--- src/rtl/bp_me_pkg.sv ---
// bp_me_pkg: shared configuration widths, destination tags and local-address decode constants
package bp_me_pkg;

  typedef enum logic [1:0] {
    e_bp_default_cfg = 2'd0,
    e_bp_inv_cfg     = 2'd1
  } bp_params_e;

  typedef enum logic [1:0] {
    e_dest_clint = 2'd0,
    e_dest_cfg   = 2'd1,
    e_dest_null  = 2'd2
  } bp_local_demux_dest_e;

  localparam int msg_type_width_gp = 4;
  localparam int payload_width_gp  = 4;
  localparam int size_width_gp     = 3;

  // Device select field inside a tile-local physical address
  localparam int dev_offset_gp = 20;
  localparam int dev_width_gp  = 4;

  localparam logic [dev_width_gp-1:0] clint_dev_gp = 4'd1;
  localparam logic [dev_width_gp-1:0] cfg_dev_gp   = 4'd0;

  function automatic int paddr_width(bp_params_e p);
    return p == e_bp_default_cfg ? 56 : 40;
  endfunction

  function automatic int cce_block_width(bp_params_e p);
    return p == e_bp_default_cfg ? 512 : 64;
  endfunction

  function automatic int mem_header_width(bp_params_e p);
    return msg_type_width_gp + paddr_width(p) + payload_width_gp + size_width_gp + 1;
  endfunction

endpackage

--- src/rtl/bp_local_tag_fifo.sv ---
// bp_local_tag_fifo: 2-bit destination tag FIFO, depth_p entries, async active-low reset
module bp_local_tag_fifo #(
  parameter int depth_p = 4
) (
  input  logic       clk_i,
  input  logic       reset_n_i,
  input  logic       push_i,
  input  logic [1:0] data_i,
  input  logic       pop_i,
  output logic [1:0] data_o,
  output logic       full_o,
  output logic       empty_o
);

  localparam int ptr_w = depth_p > 1 ? $clog2(depth_p) : 1;
  localparam int cnt_w = $clog2(depth_p + 1);
  localparam logic [ptr_w-1:0] last_ptr = ptr_w'(depth_p - 1);

  logic [1:0]       mem [depth_p];
  logic [ptr_w-1:0] wr_ptr, rd_ptr;
  logic [cnt_w-1:0] count;
  logic             do_push, do_pop;

  assign full_o  = count == cnt_w'(depth_p);
  assign empty_o = count == '0;
  assign do_push = push_i & ~full_o;
  assign do_pop  = pop_i & ~empty_o;
  assign data_o  = mem[rd_ptr];

  always_ff @(posedge clk_i or negedge reset_n_i) begin
    if (!reset_n_i) begin
      wr_ptr <= '0;
      rd_ptr <= '0;
      count  <= '0;
    end else begin
      if (do_push) wr_ptr <= wr_ptr == last_ptr ? '0 : wr_ptr + 1'b1;
      if (do_pop) rd_ptr <= rd_ptr == last_ptr ? '0 : rd_ptr + 1'b1;
      count <= count + cnt_w'(do_push) - cnt_w'(do_pop);
    end
  end

  // Storage carries no reset; validity is tracked by count alone
  always_ff @(posedge clk_i) begin
    if (do_push) mem[wr_ptr] <= data_i;
  end

endmodule

--- src/rtl/bp_local_cmd_demux.sv ---
// bp_local_cmd_demux: steers local commands to CLINT/config/null and returns responses in order
// Optional: BP_LOCAL_DEMUX_UNMAPPED_ERR_EN enables the sticky unmapped flag and all-ones null data
module bp_local_cmd_demux
  import bp_me_pkg::*;
#(
  parameter bp_params_e bp_params_p = e_bp_inv_cfg,
  parameter int max_outstanding_p = 4,
  localparam int cce_mem_msg_width_lp = mem_header_width(bp_params_p) + cce_block_width(bp_params_p)
) (
  input  logic                            clk_i,
  input  logic                            reset_n_i,
  input  logic [cce_mem_msg_width_lp-1:0] mem_cmd_i,
  input  logic                            mem_cmd_v_i,
  output logic                            mem_cmd_ready_o,
  output logic [cce_mem_msg_width_lp-1:0] clint_cmd_o,
  output logic                            clint_cmd_v_o,
  input  logic                            clint_cmd_ready_i,
  input  logic [cce_mem_msg_width_lp-1:0] clint_resp_i,
  input  logic                            clint_resp_v_i,
  output logic                            clint_resp_yumi_o,
  output logic [cce_mem_msg_width_lp-1:0] cfg_cmd_o,
  output logic                            cfg_cmd_v_o,
  input  logic                            cfg_cmd_ready_i,
  input  logic [cce_mem_msg_width_lp-1:0] cfg_resp_i,
  input  logic                            cfg_resp_v_i,
  output logic                            cfg_resp_yumi_o,
  output logic [cce_mem_msg_width_lp-1:0] mem_resp_o,
  output logic                            mem_resp_v_o,
  input  logic                            mem_resp_yumi_i,
  output logic                            unmapped_err_o
);

  localparam int paddr_width_p     = paddr_width(bp_params_p);
  localparam int cce_block_width_p = cce_block_width(bp_params_p);
  localparam int hdr_width_lp      = mem_header_width(bp_params_p);

  typedef struct packed {
    logic [msg_type_width_gp-1:0] msg_type;
    logic [paddr_width_p-1:0]     addr;
    logic [payload_width_gp-1:0]  payload;
    logic [size_width_gp-1:0]     size;
    logic                         amo_no_return;
  } mem_header_s;

  mem_header_s                  cmd_hdr, null_hdr;
  bp_local_demux_dest_e         sel, head;
  logic [dev_width_gp-1:0]      dev;
  logic [1:0]                   head_raw;
  logic [cce_block_width_p-1:0] null_data;
  logic tag_full, tag_empty, tag_v, null_v, sel_ready;
  logic cmd_accept, null_accept, resp_fire;

  assign cmd_hdr = mem_cmd_i[cce_mem_msg_width_lp-1 -: hdr_width_lp];
  assign dev     = cmd_hdr.addr[dev_offset_gp +: dev_width_gp];
  assign sel     = dev == clint_dev_gp ? e_dest_clint
                 : dev == cfg_dev_gp   ? e_dest_cfg
                 :                       e_dest_null;

  // Command side: passthrough, gated by registered full so v_o never waits on ready_i
  assign clint_cmd_o     = mem_cmd_i;
  assign cfg_cmd_o       = mem_cmd_i;
  assign clint_cmd_v_o   = reset_n_i & mem_cmd_v_i & ~tag_full & (sel == e_dest_clint);
  assign cfg_cmd_v_o     = reset_n_i & mem_cmd_v_i & ~tag_full & (sel == e_dest_cfg);
  assign sel_ready       = sel == e_dest_clint ? clint_cmd_ready_i
                         : sel == e_dest_cfg   ? cfg_cmd_ready_i
                         :                       ~null_v;
  assign mem_cmd_ready_o = reset_n_i & ~tag_full & sel_ready;
  assign cmd_accept      = mem_cmd_v_i & mem_cmd_ready_o;
  assign null_accept     = cmd_accept & (sel == e_dest_null);

  bp_local_tag_fifo #(.depth_p(max_outstanding_p)) tag_fifo (
    .clk_i    (clk_i),
    .reset_n_i(reset_n_i),
    .push_i   (cmd_accept),
    .data_i   (sel),
    .pop_i    (resp_fire),
    .data_o   (head_raw),
    .full_o   (tag_full),
    .empty_o  (tag_empty)
  );

  // Response side: only the head tag's source is visible or acknowledged
  assign head              = bp_local_demux_dest_e'(head_raw);
  assign tag_v             = ~tag_empty;
  assign mem_resp_v_o      = tag_v & (head == e_dest_clint ? clint_resp_v_i
                                    : head == e_dest_cfg   ? cfg_resp_v_i
                                    :                        null_v);
  assign mem_resp_o        = head == e_dest_clint ? clint_resp_i
                           : head == e_dest_cfg   ? cfg_resp_i
                           :                        {null_hdr, null_data};
  assign resp_fire         = mem_resp_yumi_i & mem_resp_v_o;
  assign clint_resp_yumi_o = resp_fire & (head == e_dest_clint);
  assign cfg_resp_yumi_o   = resp_fire & (head == e_dest_cfg);

  // Capture is blocked while occupied, so capture and release never coincide
  always_ff @(posedge clk_i or negedge reset_n_i) begin
    if (!reset_n_i) begin
      null_v   <= 1'b0;
      null_hdr <= '0;
    end else if (null_accept) begin
      null_v   <= 1'b1;
      null_hdr <= cmd_hdr;
    end else if (resp_fire & (head == e_dest_null)) begin
      null_v   <= 1'b0;
    end
  end

`ifdef BP_LOCAL_DEMUX_UNMAPPED_ERR_EN
  logic err_r;

  always_ff @(posedge clk_i or negedge reset_n_i) begin
    if (!reset_n_i) err_r <= 1'b0;
    else if (null_accept) err_r <= 1'b1;
  end

  assign unmapped_err_o = err_r;
  assign null_data      = '1;
`else
  assign unmapped_err_o = 1'b0;
  assign null_data      = '0;
`endif

endmodule

--- config.mk ---
export PLATFORM = sky130hd
export DESIGN_NAME = bp_local_cmd_demux
export DESIGN_NICKNAME = d
export VERILOG_FILES = /design/src/rtl/bp_me_pkg.sv /design/src/rtl/bp_local_tag_fifo.sv /design/src/rtl/bp_local_cmd_demux.sv
export SDC_FILE = /design/constraint.sdc
export NUM_CORES = 1
export LEC_CHECK = 0
export ABC_AREA = 1
export CAP_MARGIN = 20
export CORE_AREA = 8 8 270 272
export CTS_CLUSTER_DIAMETER = 40
export CTS_CLUSTER_SIZE = 20
export DETAILED_ROUTE_END_ITERATION = 16
export DIE_AREA = 0 0 278 280
export PLACE_DENSITY_LB_ADDON = 0.15
export SLEW_MARGIN = 10
export SYNTH_ARGS = -nofsm -noshare
export SYNTH_HDL_FRONTEND = slang
export SYNTH_SLANG_ARGS = --single-unit
--- constraint.sdc ---
create_clock -name clk_i -period 4.6 [get_ports clk_i]
set_clock_uncertainty 0.2 [all_clocks]
set_input_delay 0.46 -clock clk_i [delete_from_list [all_inputs] [get_ports clk_i]]
set_output_delay 0.46 -clock clk_i [all_outputs]
set_load 0.02 [all_outputs]
==> results.sh, run 1 <==
export IMPL_cts_sinks=68
export IMPL_drt_iter0_drc=182
export IMPL_io_buffers=517
export IMPL_fin_nets=1456
export IMPL_critPathKind="reg -> out"
export IMPL_wl_per_cell_microns=23.4
export IMPL_grt_max_degree=80
export IMPL_hold_viol_final=0
export IMPL_path_cells="inv_2 > nand2_1 > nand3_1 > nand2_2 > nand2_1 > inv_4 > buf_4 > a22o_1 > clkdlybuf4s50_1"
export IMPL_slowest_stage="clkdlybuf4s50_1"
export IMPL_die_area_sq_mm=0.0778
export IMPL_yosys_top_cells_area="buf_4 (28%), dfrtp_1 (23%), nand2_1 (11%)"
export IMPL_place_congestion=0.752
export IMPL_drv_slew=0
export IMPL_drc=0
export IMPL_regToRegStartpoint="tag_fifo.rd_ptr[0]"
export IMPL_synth_cell_types=32
export IMPL_power_leakage_nw=4.34
export IMPL_ys_warn_count=0
export IMPL_htreeDepth=3
export IMPL_detail_route_antenna_nets=0
export IMPL_viasPerCell=3.23
export IMPL_initial_core_util=0.0938
export IMPL_synth_yosys_seq_area_share=0.269
export IMPL_antenna_found_initial=8
export IMPL_hold_buffers=1
export IMPL_pin_count=711
export IMPL_path_max_fanout=50
export IMPL_core_area_sq_mm=0.0689
export IMPL_dp_hpwl_microns=40500
export IMPL_relSlewSlack=0.427
export IMPL_dr_total_vias=6421
export IMPL_slowest_delay_ns=0.64
export IMPL_drt_total_wl_microns=46600
export IMPL_die_x_microns=278
export IMPL_clk_latency_ns=0.36
export IMPL_crit_top_cell="nand2_1"
export IMPL_layout_worst_path_cycle_share=0.832
export IMPL_status="finished clean"
export IMPL_fmax_mhz=261
export IMPL_synth_area_sq_mm=0.00647
export IMPL_grt_remaining_overflow=0
export IMPL_numCtsBuffers=9
export IMPL_vdd_ir_drop_max_v=0.000291
export IMPL_synthFlopType="dfrtp_1"
export IMPL_worst_pin_slew_ns=0.859
export IMPL_syn_nets=1183
export IMPL_synth_edff_count=8
export IMPL_crit_required_ns=3.94
export IMPL_cp_num_buf_inv=4
export IMPL_synth_seq_cells=68
export IMPL_firstDrtPassIters=4
export IMPL_yosysTopAreaCellShare=0.279
export IMPL_power_density_mw_per_mm2=664
export IMPL_cts_setup_buffers=0
export IMPL_grt_pass1_wl_microns=62100
export IMPL_rsz0062_at_grt="no"
export IMPL_cts_tree="yes"
export IMPL_die_h_microns=280
export IMPL_synthCells=819
export IMPL_synth_async_reset_ratio=0.882
export IMPL_hold_class="reg -> reg"
export IMPL_cp_top_family="buffers and inverters"
export IMPL_min_period_ns=3.83
export IMPL_startpoint="tag_fifo.rd_ptr[0]"
export IMPL_clock_path_buffers=2
export IMPL_setup_viol=0
export IMPL_synthTopCellsByCount="buf_4 (240), nand2_1 (183), inv_1 (72)"
export IMPL_cp_arrival_ns=3.17
export IMPL_drv_cap=0
export IMPL_post_route_cells_drive_above_1_share=0.105
export IMPL_yosysTopAreaCell="buf_4"
export IMPL_hp_start="null_v"
export IMPL_cts_resized=0
export IMPL_grt_pass1_vias=7099
export IMPL_tns_ns=0
export IMPL_grt_usage=0.115
export IMPL_synth_most_common_cell="buf_4"
export IMPL_cp_start_kind="flip-flop"
export IMPL_syn_to_final_growth_pct=76.6
export IMPL_fin_util=0.166
export IMPL_cts_root_buf="clkbuf_16"
export IMPL_worst_setup_path_end_kind="output port"
export IMPL_power_mw=7.58
export IMPL_row_count=97
export IMPL_clk_pin_slew_ns=0.05
export IMPL_hold_worst_slack_ns=0.268
export IMPL_syn_area_per_cell_sq_um=7.90
## worst paths after layout
path                                     end  slack, ns  cells past startpoint
max                           mem_resp_o[54]       0.77                      9
min                                   null_v       0.27                      2
max reg2reg                tag_fifo.count[2]       1.35                     15
min reg2reg                           null_v       0.27                      2
max in group asynchronous             null_v       2.94                      3
min in group asynchronous       null_hdr[19]       0.40                      2
## layer usage
metal | track usage | share of wire | routed length, microns
met1 | 0.121 | 0.38 | 17600
met2 | 0.209 | 0.51 | 23800
met3 | 0.0462 | 0.088 | 4110
met4 | 0.0357 | 0.023 | 1060
met5 | 0.00188 | 0.00086 | 40
## cell type report
type	count	area (sq um)
multi-input combinational	399	2410
sequential	68	1740
tap	891	1110
antenna	3	7.51
timing repair buffer	536	5570
inverter	78	298
clock buffer	10	229
fill	7757	57500
clock inverter	5	55.1
## cells by family after synthesis
logic type / Yosys count / share of synthesized area
and+or+nand+nor: 215 / 0.134
buffers and inverters: 352 / 0.358
xor gates and xnor gates: 2 / 0.00271
adders and majority gates: 8 / 0.0166
AOI/OAI and AO/OA: 173 / 0.219
other: 1 / 0.000580
DFF: 68 / 0.269
## tightest hold or removal path, cell delays in order, from the launching register on
cell and delay (ns):
dfrtp_1 0.34, nand2_1 0.05, nand2_1 0.05
## cell usage in the layout (no fill, tap or decap), types with 2 or more instances in the layout
master	n
a22o_1	64
buf_12	24
buf_4	16
clkbuf_16	9
clkdlybuf4s50_1	495
clkinv_2	2
clkinvlp_4	2
dfrtp_1	60
diode_2	3
edfxtp_1	8
ha_1	7
inv_1	72
inv_2	3
inv_4	2
nand2_1	183
nand2_2	2
nand2_4	2
nand3_1	8
nand3b_1	2
nor2_1	9
nor2_2	3
nor3_1	3
o211ai_1	52
o21ai_0	8
o21ai_2	47
## through the flow
step	instances	instance area, sq um	worst slack, ns
3_5_place_dp	1971	11100	1.07
6_report	1990	11400	0.772
3_3_place_gp	1971	11100	1.02
5_1_grt	1988	11400	0.501
4_1_cts	1987	11400	0.634
2_1_floorplan	819	6470	1.93
## where the power goes
group	switching, mW	internal, mW
clock	0.291	0.414
sequential	0.0882	0.870
combinational	3.36	2.56
total	3.74	3.84
## registers in the layout, indices dropped and copies added, names as in the netlist
register	cells
tag_fifo.mem	8
tag_fifo.count	3
null_hdr	52
tag_fifo.rd_ptr	2
null_v	1
tag_fifo.wr_ptr	2
No activity file was read; power rests on OpenSTA's default activity.
==> run 2: changes to the inputs <==
==> constraint.sdc (replaced) <==
create_clock -name clk_i -period 3.2 [get_ports clk_i]
set_clock_uncertainty 0.2 [all_clocks]
set_input_delay 0.32 -clock clk_i [delete_from_list [all_inputs] [get_ports clk_i]]
set_output_delay 0.32 -clock clk_i [all_outputs]
set_load 0.02 [all_outputs]
==> results.sh, run 2 (synthesized netlist as in run 1, its figures left out) <==
export IMPL_startpoint="tag_fifo.rd_ptr[1]"
export IMPL_numCtsBuffers=9
export IMPL_row_count=97
export IMPL_antenna_found_initial=14
export IMPL_cts_sinks=68
export IMPL_grt_pass1_vias=7155
export IMPL_slowest_stage="clkdlybuf4s50_1"
export IMPL_layout_worst_path_cycle_share=0.951
export IMPL_die_h_microns=280
export IMPL_slowest_delay_ns=0.67
export IMPL_cp_arrival_ns=2.52
export IMPL_vdd_ir_drop_max_v=0.000361
export IMPL_timing_critical_path_depth=8
export IMPL_hold_class="reg -> reg"
export IMPL_tns_ns=0
export IMPL_holdPathStages=2
export IMPL_hold_viol_final=0
export IMPL_die_area_sq_mm=0.0778
export IMPL_cp_start_kind="flip-flop"
export IMPL_clk_pin_slew_ns=0.06
export IMPL_final_cell_mix="clkdlybuf4s50_1 (441), nand2_1 (183), inv_1 (72)"
export IMPL_reg2regPathDepth=13
export IMPL_detail_route_antenna_nets=0
export IMPL_drt_total_wl_microns=47800
export IMPL_hp_start="null_v"
export IMPL_viasPerCell=3.27
export IMPL_fin_nets=1464
export IMPL_path_max_fanout=34
export IMPL_place_inst=1979
export IMPL_htreeDepth=3
export IMPL_die_x_microns=278
export IMPL_power_density_mw_per_mm2=950
export IMPL_min_period_ns=3.04
export IMPL_firstDrtPassIters=5
export IMPL_stdcell_count=1997
export IMPL_largest_reg_flops=52
export IMPL_syn_to_final_growth_pct=79.5
export IMPL_cts_setup_buffers=0
export IMPL_grt_usage=0.118
export IMPL_cts_tree="yes"
export IMPL_drv_slew=0
export IMPL_wl_per_cell_microns=24.0
export IMPL_regMostFlops="null_hdr"
export IMPL_status="finished clean"
export IMPL_dp_hpwl_microns=41800
export IMPL_cts_root_buf="clkbuf_16"
export IMPL_clock_path_buffers=2
export IMPL_grt_max_degree=40
export IMPL_power_leakage_nw=4.89
export IMPL_critPathKind="reg -> out"
export IMPL_clk_latency_ns=0.36
export IMPL_drc=0
export IMPL_crit_required_ns=2.68
export IMPL_cp_top_family="buffers and inverters"
export IMPL_post_route_cells_drive_above_1_share=0.130
export IMPL_worst_setup_path_end_kind="output port"
export IMPL_drt_iter0_drc=169
export IMPL_grt_remaining_overflow=0
export IMPL_cp_num_buf_inv=4
export IMPL_rsz0062_at_grt="no"
export IMPL_fmax_mhz=329
export IMPL_core_area_sq_mm=0.0689
export IMPL_initial_core_util=0.0938
export IMPL_regToRegStartpoint="tag_fifo.rd_ptr[1]"
export IMPL_pin_count=711
export IMPL_io_buffers=517
export IMPL_place_congestion=0.769
export IMPL_top_regs="null_hdr x52, tag_fifo.mem x8, tag_fifo.count x3"
export IMPL_path_cells="inv_1 > nand3_1 > nand2_2 > nand2_1 > inv_4 > buf_12 > a22o_1 > clkdlybuf4s50_1"
export IMPL_drv_cap=0
export IMPL_final_common_cell="clkdlybuf4s50_1"
export IMPL_grt_pass1_wl_microns=63400
export IMPL_setup_viol=0
export IMPL_dr_total_vias=6540
-- run 2: final timing paths --
path                                 endpoint  slack, ns
max reg2reg                 tag_fifo.count[2]       0.46
min                                    null_v       0.27
max                            mem_resp_o[56]       0.16
min reg2reg                            null_v       0.27
max in group asynchronous        null_hdr[46]       1.51
min in group asynchronous  tag_fifo.wr_ptr[1]       0.43
-- run 2: layer usage --
layer	share of wire	track usage
met1	0.36	0.121
met2	0.51	0.212
met3	0.098	0.0545
met4	0.028	0.0378
met5	0.0022	0.00188
-- run 2: through the flow --
stage          instance area [sq um]  power [mW]  setup WS, ns  hold WS [ns]  utilization
2_1_floorplan                   6470        5.76         0.532        -0.176            -
3_3_place_gp                   11200        10.5         0.407         0.264        0.163
3_5_place_dp                   11200        10.4         0.313         0.265        0.163
4_1_cts                        11500        11.5       0.00647         0.278        0.167
5_1_grt                        11600        11.9      0.000283         0.310        0.168
6_report                       11600        11.0         0.158         0.269        0.168
-- run 2: worst register-to-register path, cell delays in order (launching register included) --
cell     delay [ns]
dfrtp_1        0.44
inv_1          0.13
nand3_1        0.13
nand2_2        0.14
nand2_1        0.11
nor2_1         0.14
inv_1          0.07
nand3_1        0.09
inv_1          0.09
ha_1           0.28
inv_1          0.04
ha_1           0.18
fa_1           0.41
xor2_1         0.17
-- run 2: timing repair --
action	CTS	global route
endpoints found under the setup margin	12	35
hold endpoints to repair	28	0
hold buffers	1	0
resized for setup	1	35
-- run 2: area by class of cell --
cell class	count	area, sq um
clock inverters	5	30.0
inverters	78	298
multi-input cells	399	2410
flip-flops and latches	68	1740
well taps	891	1110
repair buffers	544	5780
diodes	2	5.00
fillers	7728	57300
clock buffers	10	229
-- run 2: where the power goes --
| group | switching, mW | internal (mW) |
|---|---|---|
| logic | 4.89 | 3.81 |
| registers | 0.131 | 1.25 |
| clock network | 0.432 | 0.516 |
==> run 3: changes to the inputs <==
--- a/config.mk
+++ b/config.mk
@@ -6,12 +6,11 @@
 export NUM_CORES = 1
 export LEC_CHECK = 0
 export ABC_AREA = 1
-export CAP_MARGIN = 20
-export CORE_AREA = 8 8 270 272
+export CORE_AREA = 2 2 280 282
 export CTS_CLUSTER_DIAMETER = 40
 export CTS_CLUSTER_SIZE = 20
 export DETAILED_ROUTE_END_ITERATION = 16
-export DIE_AREA = 0 0 278 280
+export DIE_AREA = 0 0 282 284
 export PLACE_DENSITY_LB_ADDON = 0.15
 export SLEW_MARGIN = 10
 export SYNTH_ARGS = -nofsm -noshare
==> results.sh, run 3 (synthesized netlist as in run 1, its figures left out) <==
export IMPL_relSlewSlack=0.547
export IMPL_cp_arrival_ns=2.46
export IMPL_seqPwrFrac=0.123
export IMPL_drv_cap=0
export IMPL_pwr_share_clk=0.104
export IMPL_dr_total_vias=6486
export IMPL_cp_start_kind="flip-flop"
export IMPL_drt_iter0_drc=165
export IMPL_p_switching_mw=5.59
export IMPL_row_count=102
export IMPL_die_area_sq_mm=0.0801
export IMPL_htreeDepth=3
export IMPL_fin_util=0.155
export IMPL_cp_top_family="buffers and inverters"
export IMPL_p_comb_frac=0.774
export IMPL_cts_sinks=68
export IMPL_critPathKind="reg -> out"
export IMPL_largest_reg_flops=52
export IMPL_power_leakage_nw=5.13
export IMPL_cts_setup_buffers=0
export IMPL_stdcell_count=2153
export IMPL_drv_slew=0
export IMPL_grt_pass1_wl_microns=59000
export IMPL_rsz0062_at_grt="no"
export IMPL_fill_cells=8832
export IMPL_cts_tree="yes"
export IMPL_clk_latency_ns=0.37
export IMPL_slowest_delay_ns=0.46
export IMPL_dp_hpwl_microns=38100
export IMPL_hold_class="reg -> reg"
export IMPL_initial_core_util=0.0840
export IMPL_cp_num_buf_inv=5
export IMPL_clk_pin_slew_ns=0.07
export IMPL_path_cells="inv_2 > nand2_1 > nand3_1 > nand2_2 > nand2_2 > clkinv_4 > buf_16 > buf_12 > nand2_1 > o211ai_1 > buf_12"
export IMPL_vdd_ir_drop_max_v=0.000408
export IMPL_core_area_sq_mm=0.0770
export IMPL_final_cell_mix="clkdlybuf4s50_1 (398), nand2_1 (182), inv_1 (72)"
export IMPL_status="finished clean"
export IMPL_fmax_mhz=335
export IMPL_die_h_microns=284
export IMPL_viasPerCell=3.01
export IMPL_post_route_cells_drive_above_1_share=0.137
export IMPL_slowest_stage="dfrtp_2"
export IMPL_top_regs="null_hdr x52, tag_fifo.mem x8, tag_fifo.count x3"
export IMPL_clock_path_buffers=2
export IMPL_layout_worst_path_cycle_share=0.933
export IMPL_power_mw=11.2
export IMPL_worst_pin_slew_ns=0.677
export IMPL_syn_to_final_growth_pct=84.7
export IMPL_intPower_mw=5.62
export IMPL_grt_max_degree=38
export IMPL_reg2reg_slack_ns=0.37
export IMPL_firstDrtPassIters=4
export IMPL_final_common_cell="clkdlybuf4s50_1"
export IMPL_die_x_microns=282
export IMPL_drc=0
export IMPL_grt_remaining_overflow=0
export IMPL_placed_area_sq_mm=0.0115
export IMPL_place_congestion=0.744
export IMPL_grt_usage=0.109
export IMPL_path_max_fanout=27
export IMPL_wl_per_cell_microns=21.0
export IMPL_detail_route_antenna_nets=0
export IMPL_cts_root_buf="clkbuf_16"
export IMPL_power_density_mw_per_mm2=939
export IMPL_io_buffers=517
export IMPL_hold_viol_final=0
export IMPL_fin_nets=1470
export IMPL_antenna_found_initial=9
export IMPL_drt_total_wl_microns=45200
export IMPL_place_inst=2132
export IMPL_setup_viol=0
export IMPL_postLayoutCellArea_sq_mm=0.0119
export IMPL_crit_required_ns=2.68
export IMPL_pin_count=711
export IMPL_grt_pass1_vias=7008
export IMPL_regMostFlops="null_hdr"
export IMPL_min_period_ns=2.98
export IMPL_worst_setup_path_end_kind="output port"
export IMPL_numCtsBuffers=9
export IMPL_swShare=0.499
-- run 3: changes by cell type in the layout (fill, tap and decap cells not counted), moves of 2 or more --
cell | before | now
dlygate4sd2_1 | 0 | 39
inv_4 | 2 | 0
dlymetal6s2s_1 | 35 | 38
buf_4 | 34 | 37
clkdlybuf4s50_1 | 441 | 398
clkinv_2 | 3 | 1
buf_16 | 0 | 4
bufinv_16 | 0 | 2
-- run 3: layer usage --
metal	track usage	up-vias	wire, microns	share of wire
met4	0.0481	10	1750	0.039
met2	0.194	439	22400	0.50
li1	-	3032	-	-
met3	0.0464	58	5040	0.11
met5	0.000611	-	63	0.0014
met1	0.110	2947	15900	0.35
-- run 3: worst paths after layout --
kind | to | from | cells after the start
worst max-delay path | mem_resp_o[101] | tag_fifo.rd_ptr[0] | 11
min in group asynchronous | tag_fifo.count[0] | reset_n_i | 3
max in group asynchronous | null_hdr[41] | reset_n_i | 4
worst min-delay path | null_v | null_v | 2
worst min register to register | null_v | null_v | 2
worst max register to register | tag_fifo.count[2] | tag_fifo.rd_ptr[0] | 15
-- run 3: repair_timing --
item | CTS | global route
cloned | 2 | 0
setup endpoints to repair | 71 | 45
hold buffers | 1 | 0
endpoints found under the hold margin | 28 | 0
pin swaps | 0 | 1
gates resized for setup | 44 | 41
-- run 3: final cells by class --
cell class,count,area [sq um],area share
Antenna cell,2,5.00,0.000419
Sequential cell,68,1740,0.146
Timing Repair Buffer,550,5860,0.491
Clock inverter,7,91.3,0.00765
Inverter,78,303,0.0254
Clock buffer,9,225,0.0189
Tap cell,1040,1300,0.109
Multi-Input combinational cell,399,2410,0.202
-- run 3: through the flow --
step                      setup TNS, ns  hold slack (ns)  setup WS (ns)
after floorplan                       0           -0.176          0.532
after global placement                0            0.262          0.283
after detailed placement              0            0.265          0.257
after CTS                      -0.00452            0.301       -0.00371
after global routing                  0            0.320         0.0340
final                                 0            0.287          0.216
-- run 3: power groups by stage --
stage	clock (mW)	combinational, mW	sequential (mW)
after floorplan	0	4.40	1.36
after global placement	0	9.19	1.40
after detailed placement	0	9.15	1.39
after CTS	1.26	9.13	1.38
after global routing	1.27	9.39	1.42
final	1.16	8.68	1.37
-- run 3: worst register-to-register path: stages, from the launching register on --
cell and delay [ns]:
dfrtp_2 0.46, inv_2 0.11, nand2_1 0.08, nand2_1 0.06, nand2_1 0.05, nand2_1 0.10
nand2_2 0.10, nor2_1 0.14, nor2_1 0.07, nand3_1 0.15, inv_1 0.13, ha_1 0.29
inv_1 0.04, ha_1 0.18, fa_1 0.40, xor2_1 0.17
